$ cat src/rtl/mem_arbiter_if.sv
// rtl/mem_arbiter_if.sv - requester, RAM and response signals of the two-port memory arbiter
interface mem_arbiter_if #(
  parameter int AW = 10,
  parameter int DW = 32
);
  logic          i_req0, i_req1;
  logic          i_we0, i_we1;
  logic [AW-1:0] i_addr0, i_addr1;
  logic [DW-1:0] i_wdata0, i_wdata1;
  logic          o_gnt0, o_gnt1;
  logic          o_rvalid0, o_rvalid1;
  logic [DW-1:0] o_rdata0, o_rdata1;
  logic          o_mem_en, o_mem_we;
  logic [AW-1:0] o_mem_addr;
  logic [DW-1:0] o_mem_wdata;
  logic [DW-1:0] i_mem_rdata;
  logic          o_busy;

  modport slave (
    input  i_req0, i_req1, i_we0, i_we1, i_addr0, i_addr1, i_wdata0, i_wdata1, i_mem_rdata,
    output o_gnt0, o_gnt1, o_rvalid0, o_rvalid1, o_rdata0, o_rdata1,
    output o_mem_en, o_mem_we, o_mem_addr, o_mem_wdata, o_busy
  );

  modport master (
    output i_req0, i_req1, i_we0, i_we1, i_addr0, i_addr1, i_wdata0, i_wdata1, i_mem_rdata,
    input  o_gnt0, o_gnt1, o_rvalid0, o_rvalid1, o_rdata0, o_rdata1,
    input  o_mem_en, o_mem_we, o_mem_addr, o_mem_wdata, o_busy
  );
endinterface

$ cat src/rtl/mem_arbiter.sv
// rtl/mem_arbiter.sv - two-port single-RAM arbiter with registered command and fixed read latency
// MEM_ARB_FIXED_PRIO_EN: port 0 always wins ties (no last-served pointer); default is round-robin.
module mem_arbiter #(
  parameter int AW     = 10,
  parameter int DW     = 32,
  parameter int RD_LAT = 1
) (
  input  logic          clk,
  input  logic          rst,
  mem_arbiter_if.slave  bus
);

  typedef enum logic [1:0] {IDLE, ACCESS, WAIT, RESP} state_e;

  localparam logic [1:0] CNT_INIT = (RD_LAT > 1) ? 2'(RD_LAT - 2) : 2'd0;

  state_e        state_q;
  logic [1:0]    cnt_q;
  logic          owner_q;
  logic          cmd_we_q;
  logic [AW-1:0] cmd_addr_q;
  logic [DW-1:0] cmd_wdata_q;
  logic          gnt0_q, gnt1_q;
  logic          rvalid0_q, rvalid1_q;
  logic [DW-1:0] rdata0_q, rdata1_q;
  logic          mem_en_q, mem_we_q;
  logic          busy_q;
  logic          pick1_d;
`ifndef MEM_ARB_FIXED_PRIO_EN
  logic          last_q;
`endif

  // On a tie the port that was not served last wins.
  always_comb begin
    pick1_d = 1'b0;
    if (bus.i_req1 && !bus.i_req0) begin
      pick1_d = 1'b1;
    end
`ifndef MEM_ARB_FIXED_PRIO_EN
    else if (bus.i_req1 && bus.i_req0) begin
      pick1_d = !last_q;
    end
`endif
  end

  always_ff @(posedge clk) begin
    if (rst) begin
      state_q     <= IDLE;
      cnt_q       <= 2'd0;
      owner_q     <= 1'b0;
      cmd_we_q    <= 1'b0;
      cmd_addr_q  <= '0;
      cmd_wdata_q <= '0;
      gnt0_q      <= 1'b0;
      gnt1_q      <= 1'b0;
      rvalid0_q   <= 1'b0;
      rvalid1_q   <= 1'b0;
      rdata0_q    <= '0;
      rdata1_q    <= '0;
      mem_en_q    <= 1'b0;
      mem_we_q    <= 1'b0;
      busy_q      <= 1'b0;
`ifndef MEM_ARB_FIXED_PRIO_EN
      last_q      <= 1'b1;
`endif
    end else begin
      gnt0_q    <= 1'b0;
      gnt1_q    <= 1'b0;
      rvalid0_q <= 1'b0;
      rvalid1_q <= 1'b0;
      mem_en_q  <= 1'b0;
      mem_we_q  <= 1'b0;
      case (state_q)
        IDLE: begin
          if (bus.i_req0 || bus.i_req1) begin
            owner_q     <= pick1_d;
            cmd_we_q    <= pick1_d ? bus.i_we1 : bus.i_we0;
            cmd_addr_q  <= pick1_d ? bus.i_addr1 : bus.i_addr0;
            cmd_wdata_q <= pick1_d ? bus.i_wdata1 : bus.i_wdata0;
            mem_en_q    <= 1'b1;
            mem_we_q    <= pick1_d ? bus.i_we1 : bus.i_we0;
            gnt0_q      <= !pick1_d;
            gnt1_q      <= pick1_d;
            busy_q      <= 1'b1;
            state_q     <= ACCESS;
          end
        end
        ACCESS: begin
`ifndef MEM_ARB_FIXED_PRIO_EN
          last_q <= owner_q;
`endif
          if (cmd_we_q) begin
            busy_q  <= 1'b0;
            state_q <= IDLE;
          end else if (RD_LAT == 1) begin
            state_q <= RESP;
          end else begin
            cnt_q   <= CNT_INIT;
            state_q <= WAIT;
          end
        end
        WAIT: begin
          if (cnt_q == 2'd0) begin
            state_q <= RESP;
          end else begin
            cnt_q <= cnt_q - 2'd1;
          end
        end
        RESP: begin
          if (owner_q) begin
            rdata1_q  <= bus.i_mem_rdata;
            rvalid1_q <= 1'b1;
          end else begin
            rdata0_q  <= bus.i_mem_rdata;
            rvalid0_q <= 1'b1;
          end
          busy_q  <= 1'b0;
          state_q <= IDLE;
        end
        default: begin
          busy_q  <= 1'b0;
          state_q <= IDLE;
        end
      endcase
    end
  end

  assign bus.o_gnt0      = gnt0_q;
  assign bus.o_gnt1      = gnt1_q;
  assign bus.o_rvalid0   = rvalid0_q;
  assign bus.o_rvalid1   = rvalid1_q;
  assign bus.o_rdata0    = rdata0_q;
  assign bus.o_rdata1    = rdata1_q;
  assign bus.o_mem_en    = mem_en_q;
  assign bus.o_mem_we    = mem_we_q;
  assign bus.o_mem_addr  = cmd_addr_q;
  assign bus.o_mem_wdata = cmd_wdata_q;
  assign bus.o_busy      = busy_q;

endmodule

$ cat src/flat_wrapper.sv
// flat-port wrapper written by rule: the top's interface ports become plain ports
module mem_arbiter_flat 
#(
  parameter int AW     = 10,
  parameter int DW     = 32,
  parameter int RD_LAT = 1
)
  (clk, rst, bus_i_req0, bus_i_req1, bus_i_we0, bus_i_we1, bus_i_addr0, bus_i_addr1, bus_i_wdata0, bus_i_wdata1, bus_i_mem_rdata, bus_o_gnt0, bus_o_gnt1, bus_o_rvalid0, bus_o_rvalid1, bus_o_rdata0, bus_o_rdata1, bus_o_mem_en, bus_o_mem_we, bus_o_mem_addr, bus_o_mem_wdata, bus_o_busy);
  mem_arbiter_if #(.AW(AW), .DW(DW)) bus_i ();
  input  logic clk;
  input  logic rst;
  input wire logic [$bits(bus_i.i_req0)-1:0] bus_i_req0;
  input wire logic [$bits(bus_i.i_req1)-1:0] bus_i_req1;
  input wire logic [$bits(bus_i.i_we0)-1:0] bus_i_we0;
  input wire logic [$bits(bus_i.i_we1)-1:0] bus_i_we1;
  input wire logic [$bits(bus_i.i_addr0)-1:0] bus_i_addr0;
  input wire logic [$bits(bus_i.i_addr1)-1:0] bus_i_addr1;
  input wire logic [$bits(bus_i.i_wdata0)-1:0] bus_i_wdata0;
  input wire logic [$bits(bus_i.i_wdata1)-1:0] bus_i_wdata1;
  input wire logic [$bits(bus_i.i_mem_rdata)-1:0] bus_i_mem_rdata;
  output wire logic [$bits(bus_i.o_gnt0)-1:0] bus_o_gnt0;
  output wire logic [$bits(bus_i.o_gnt1)-1:0] bus_o_gnt1;
  output wire logic [$bits(bus_i.o_rvalid0)-1:0] bus_o_rvalid0;
  output wire logic [$bits(bus_i.o_rvalid1)-1:0] bus_o_rvalid1;
  output wire logic [$bits(bus_i.o_rdata0)-1:0] bus_o_rdata0;
  output wire logic [$bits(bus_i.o_rdata1)-1:0] bus_o_rdata1;
  output wire logic [$bits(bus_i.o_mem_en)-1:0] bus_o_mem_en;
  output wire logic [$bits(bus_i.o_mem_we)-1:0] bus_o_mem_we;
  output wire logic [$bits(bus_i.o_mem_addr)-1:0] bus_o_mem_addr;
  output wire logic [$bits(bus_i.o_mem_wdata)-1:0] bus_o_mem_wdata;
  output wire logic [$bits(bus_i.o_busy)-1:0] bus_o_busy;
  assign bus_i.i_req0 = bus_i_req0;
  assign bus_i.i_req1 = bus_i_req1;
  assign bus_i.i_we0 = bus_i_we0;
  assign bus_i.i_we1 = bus_i_we1;
  assign bus_i.i_addr0 = bus_i_addr0;
  assign bus_i.i_addr1 = bus_i_addr1;
  assign bus_i.i_wdata0 = bus_i_wdata0;
  assign bus_i.i_wdata1 = bus_i_wdata1;
  assign bus_i.i_mem_rdata = bus_i_mem_rdata;
  assign bus_o_gnt0 = bus_i.o_gnt0;
  assign bus_o_gnt1 = bus_i.o_gnt1;
  assign bus_o_rvalid0 = bus_i.o_rvalid0;
  assign bus_o_rvalid1 = bus_i.o_rvalid1;
  assign bus_o_rdata0 = bus_i.o_rdata0;
  assign bus_o_rdata1 = bus_i.o_rdata1;
  assign bus_o_mem_en = bus_i.o_mem_en;
  assign bus_o_mem_we = bus_i.o_mem_we;
  assign bus_o_mem_addr = bus_i.o_mem_addr;
  assign bus_o_mem_wdata = bus_i.o_mem_wdata;
  assign bus_o_busy = bus_i.o_busy;
  mem_arbiter #(.AW(AW), .DW(DW), .RD_LAT(RD_LAT)) u_core (.clk(clk), .rst(rst), .bus(bus_i));
endmodule
$ cat config.mk
export PLATFORM = sky130hd
export DESIGN_NAME = mem_arbiter_flat
export DESIGN_NICKNAME = d
export VERILOG_FILES = /design/src/rtl/mem_arbiter_if.sv /design/src/rtl/mem_arbiter.sv /design/src/flat_wrapper.sv
export SDC_FILE = /design/constraint.sdc
export NUM_CORES = 1
export LEC_CHECK = 0
export CAP_MARGIN = 20
export CORE_UTILIZATION = 25
export CTS_BUF_LIST = sky130_fd_sc_hd__clkbuf_8
export DETAILED_ROUTE_END_ITERATION = 16
export GPL_ROUTABILITY_DRIVEN = 1
export PLACE_DENSITY = 0.56
export SETUP_SLACK_MARGIN = 0.4
export SYNTH_ARGS = -nofsm -noshare
export SYNTH_HDL_FRONTEND = slang
export SYNTH_SLANG_ARGS = --single-unit
$ cat constraint.sdc
create_clock -name clk -period 2.4 [get_ports clk]
set_clock_uncertainty 0.05 [all_clocks]
set_input_delay 0.24 -clock clk [delete_from_list [all_inputs] [get_ports clk]]
set_output_delay 0.24 -clock clk [all_outputs]
set_load 0.02 [all_outputs]
==> Yosys cells after proc, flatten, opt, wreduce, memory -nomap -nowiden <==
Cells that the tools add are included.
{ "totals": {"in_bits": 122, "elab_cells": 61, "output_inout_bits": 113, "register_bits": 120} }
{ "op_classes": {"bitwise_logic": 5, "addsub": 1, "n_mux": 15, "reduce_logical": 18, "n_eq_ne": 6} }
{ "op_table": {"columns": ["cell", "count"], "rows": [
  ["two-way mux 32 bit", 1],
  ["two-way mux 10 bit", 1],
  ["AND reduction 2 bit", 5],
  ["two-way mux 1 bit", 8],
  ["one-hot mux 2 bit (4 select lines)", 1],
  ["two-way mux 2 bit", 3],
  ["!= test 2 x 1 -> 1 bit, second input constant", 3],
  ["inverter 1 bit", 5],
  ["== test 2 bit, second input constant", 2],
  ["logical NOT 2 bit", 2],
  ["OR reduction 2 bit", 2],
  ["logical NOT 1 bit", 3],
  ["one-hot mux 1 bit (3 select lines)", 1],
  ["AND reduction 3 bit", 1],
  ["nonzero test 3 bit", 1],
  ["OR reduction 3 bit", 1],
  ["== test 2 x 1 -> 1 bit, second input constant", 1],
  ["logical AND 1 bit", 2],
  ["subtractor 2 x 1 -> 2 bit, second input constant", 1],
  ["logical OR 1 bit", 1]
]} }

==> Logic depth before layout (Yosys ltp) <==
{ "logic_depth": {"word_depth": 4, "ltp_mapped": 6, "ltp_nobuf": 5} }

==> Worst setup path after synthesis <==
OpenSTA, ideal clock, no wires.
{ "synth_path": {"path_kind": "register to register", "startpoint": "register u_core.state_q[1]", "endpoint": "register u_core.cmd_addr_q[7] (netlist: u_core.bus.o_mem_addr[7])", "synth_period_minus_slack_ps": 1264, "slack_ps": 1136, "stages_incl_launch_ff": 7, "arrival_time_ps": 1126, "n_path_buf": 3, "cell_sequence": "dfxtp_1 buf_6 nor2_2 buf_4 buf_2 a21oi_1 a311oi_2"} }
{ "synth_via": {"elab_chain_cells": 2} }
{ "synth_rtl": {"columns": ["element", "line", "text"], "rows": [
  ["from (decl)", "mem_arbiter.sv:17", "state_e state_q;"],
  ["from (signal assigned)", "mem_arbiter.sv:48", "state_q <= IDLE;"],
  ["from (signal assigned)", "mem_arbiter.sv:85", "state_q <= ACCESS;"],
  ["from (signal assigned)", "mem_arbiter.sv:94", "state_q <= IDLE;"],
  ["logical NOT 2 bit", "mem_arbiter.sv:73", "case (state_q)"],
  ["AND reduction 2 bit (no line)", null, null],
  ["to (signal assigned)", "mem_arbiter.sv:78", "cmd_addr_q <= pick1_d ? bus.i_addr1 : bus.i_addr0;"],
  ["to (decl)", "mem_arbiter.sv:21", "logic [AW-1:0] cmd_addr_q;"]
]} }
Every way passes these cells.
A chain may end at the register's enable or synchronous reset.

==> Worst setup path after layout <==
{ "layout_path": {"startpoint": "register u_core.cmd_wdata_q[13] (netlist: u_core.bus.o_mem_wdata[13])", "endpoint": "output bus_o_mem_wdata[13]"} }
{ "layout_lines": {"columns": ["element", "line", "text"], "rows": [
  ["from (decl)", "mem_arbiter.sv:22", "logic [DW-1:0] cmd_wdata_q;"],
  ["from (signal assigned)", "mem_arbiter.sv:79", "cmd_wdata_q <= pick1_d ? bus.i_wdata1 : bus.i_wdata0;"],
  ["to (decl)", "flat_wrapper.sv:30", "output wire logic [$bits(bus_i.o_mem_wdata)-1:0] bus_o_mem_wdata;"]
]} }
No word-level cell between the ends.

==> metrics.md <==
| Metric | Value |
|---|---|
| Run status | `completed` |
| Slowest CP cell | `clkdlybuf4s50_1` |
| FF/Latch Area | `between 0.002 and 0.0025 sq mm` |
| Initial DRC Count | `174` |
| Die Y | `approximately 140 um` |
| Mean Syn Cell Area | `roughly 8.5 sq um` |
| Drt total wl | `between 15000 and 20000 um` |
| CTS max path bufs | `2` |
| Hold buffer count at CTS | `0` |
| Lkg Pwr | `2.69 nW` |
| Final cell count without fillers | `between 1000 and 1500` |
| CTS root buf | `clkbuf_8` |
| Num rows | `50` |
| Flop and latch count out of synthesis | `120` |
| Post-CTS setup buffer count | `0` |
| Total gr overflow | `0` |
| Initial antenna violation count | `0` |
| IO Pins | `between 200 and 250` |
| Slew HR | `between 60 and 70%` |
| Core area | `0.0190 sq mm` |
| Initial Util | `between 20% and 30%` |
| P&R area growth vs syn | `60.2%` |
| Cells after DPL | `between 1000 and 1500` |
| Vias per cell | `4.51` |
| Mapped Nets | `between 600 and 700` |
| Worst skew pair latency | `~0.43 ns` |
| Sink Count | `120` |
| Synth warnings | `0` |
| Drt drc | `0` |
| CP Launch Type | `flip-flop` |
| Slew Viols, Final | `0` |
| WP data required | `2.11 ns` |
| TritonRoute pass-1 iters | `5` |
| Critical Path Fanout Max | `2` |
| Top cells by area, synth | `dfxtp_1 (49%), nand2_1 (16%), a311oi_2 (12%), a21oi_1 (11%), buf_2 (2.1%)` |
| Worst path cell trace | `clkdlybuf4s50_1` |
| Power Dens Cells | `between 700 and 800 mW/mm^2` |
| Synthesized area | `0.00490 sq mm` |
| Worst-Margin Slew | `0.530 ns` |
| Part of the Yosys area used for sequential elements | `49.0%` |
| Clock Pin Slew Worst Setup and Hold Paths | `0.08 ns` |
| Buffers and inverters on the worst path | `1` |
| Largest stage delay, worst path | `approximately 0.64 ns` |
| Final setup vio count | `0` |
| Die width | `142 um` |
| Multi-input gate area | `0.00221 sq mm` |
| N_diodes | `0` |
| Most common cell after layout, fill and taps aside | `clkdlybuf4s50_1` |
| Gate Count Post-Synth | `574` |
| Placed inst area | `around 0.0074 sq mm` |
| Dominant cell type by area after synthesis | `dfxtp_1` |
| CP Data Arrival Time | `1.49 ns` |
| Total power | `5.94 mW` |
| FMAX | `562 MHz` |
| Post-CTS sizing | `0` |
| Overall Global Routing Usage | `15.8%` |
| NumNets Final | `910` |
| Post-synth top area share | `49.0%` |
| VDD IR max | `311 uV` |
| Filler cell count | `1934` |
| Crit end category | `output pin` |
| Tmin final | `1.78 ns` |
| Max cap viols | `0` |
| Hold Worst Slack | `0.220 ns` |
| Worst min path class | `input port to flip-flop` |
| Share of post-route cells with drive strength above 1 | `11.4%` |
| Period utilization | `roughly three quarters` |
| CTS Buf Count | `17` |
| Die Area | `0.0202 sq mm` |
| Setup CP Type | `flip-flop to output pin` |
| Vias in the first global route | `approximately 4600` |
| Largest net degree at the start of global routing | `64` |
| Vias | `4783` |
| # port buffers | `234` |
| CP delay by family, top | `buffers and inverters` |
| RSZ-0062 raised after global routing | `false` |
| CTS tree | `done` |
| Routed Antenna Nets | `0` |
| Final Hold Fails | `0` |
| First-pass GRT wire length | `24700 um` |
| Drt wl/cell | `14.9 um` |
| Total negative setup slack | `0 ns` |
| H-tree depth | `4` |
| GPL Wtd Cong | `0.744` |
| Final Cell Area | `roughly 0.008 sq mm` |
| Post-DP HPWL | `about 11000 um` |
| Most frequent cells in the layout | `clkdlybuf4s50_1 (233), nand2_1 (214), dfxtp_1 (120)` |
| Yosys cell types | `32` |
path summary, 6_finish.rpt:
path / from / to / slack [ns] / cells past startpoint
setup reg to reg: u_core.state_q[1] / u_core.bus.o_mem_we / 0.75 / 4
setup / recovery: u_core.bus.o_mem_wdata[13] / bus_o_mem_wdata[13] / 0.62 / 1
hold reg to reg: u_core.bus.o_rdata1[6] / u_core.bus.o_rdata1[6] / 0.40 / 2
hold / removal: rst / u_core.bus.o_mem_en / 0.22 / 2
cell families after synthesis:
group                    Yosys count  share of synthesized area [%]
AND/OR/NAND/NOR                  236                           18.9
AO/OA/AOI/OAI                    160                           25.3
flip-flops                       120                           49.0
buffers and inverters             55                           6.05
XOR/XNOR                           1                          0.179
multiplexers                       1                          0.204
adder cells (fa/ha/maj)            1                          0.255
synth_stat cells:
cell	count
a211o_1	1
a211oi_1	1
a211oi_2	1
a21bo_2	2
a21boi_4	1
a21oi_1	110
a311oi_1	3
a311oi_2	39
a31oi_1	1
and2_1	1
and3_1	1
and3b_1	1
buf_2	21
buf_4	5
buf_6	6
clkbuf_1	21
dfxtp_1	120
ha_1	1
inv_1	2
mux2i_1	1
nand2_1	214
nand2b_1	2
nand3_1	2
nand3b_1	2
nor2_1	5
nor2_2	1
nor2b_1	2
nor3_1	3
nor3b_1	1
o21ai_0	1
or2_1	1
xnor2_1	1
sequential cells by signal, indices dropped and copies added (netlist names), 2 cells and up:
name,flops
u_core.state_q,2
u_core.bus.o_rdata1,32
u_core.cnt_q,2
u_core.bus.o_rdata0,32
u_core.bus.o_mem_wdata,32
u_core.bus.o_mem_addr,10
routing by layer:
layer	up-vias	GRT usage [%]	share of wire, %
met5	-	0	0
met4	0	4.41	1.0
met3	12	8.08	11
met2	208	24.0	43
met1	2191	19.5	45
li1	2372	-	-
power by group:
| group | internal, mW | switching [mW] |
|---|---|---|
| clock | 1.06 | 0.853 |
| sequential | 2.20 | 0.128 |
| combinational | 0.802 | 0.900 |
area by class of cell:
cell class | count | share of cell area [%]
tap | 260 | 4.14
timing repair buffer | 247 | 31.7
inverter | 2 | 0.0956
clock inverter | 10 | 1.48
clock buffer | 22 | 3.86
multi-input combinational | 399 | 28.1
sequential | 120 | 30.6
through the flow:
step	utilization (%)	setup WS (ns)
after floorplan	-	1.14
after global placement	39.2	0.455
after detailed placement	39.2	0.407
after CTS	41.4	0.591
after global routing	41.4	0.565
final	41.4	0.621
No activity file was read; power rests on OpenSTA's default activity.
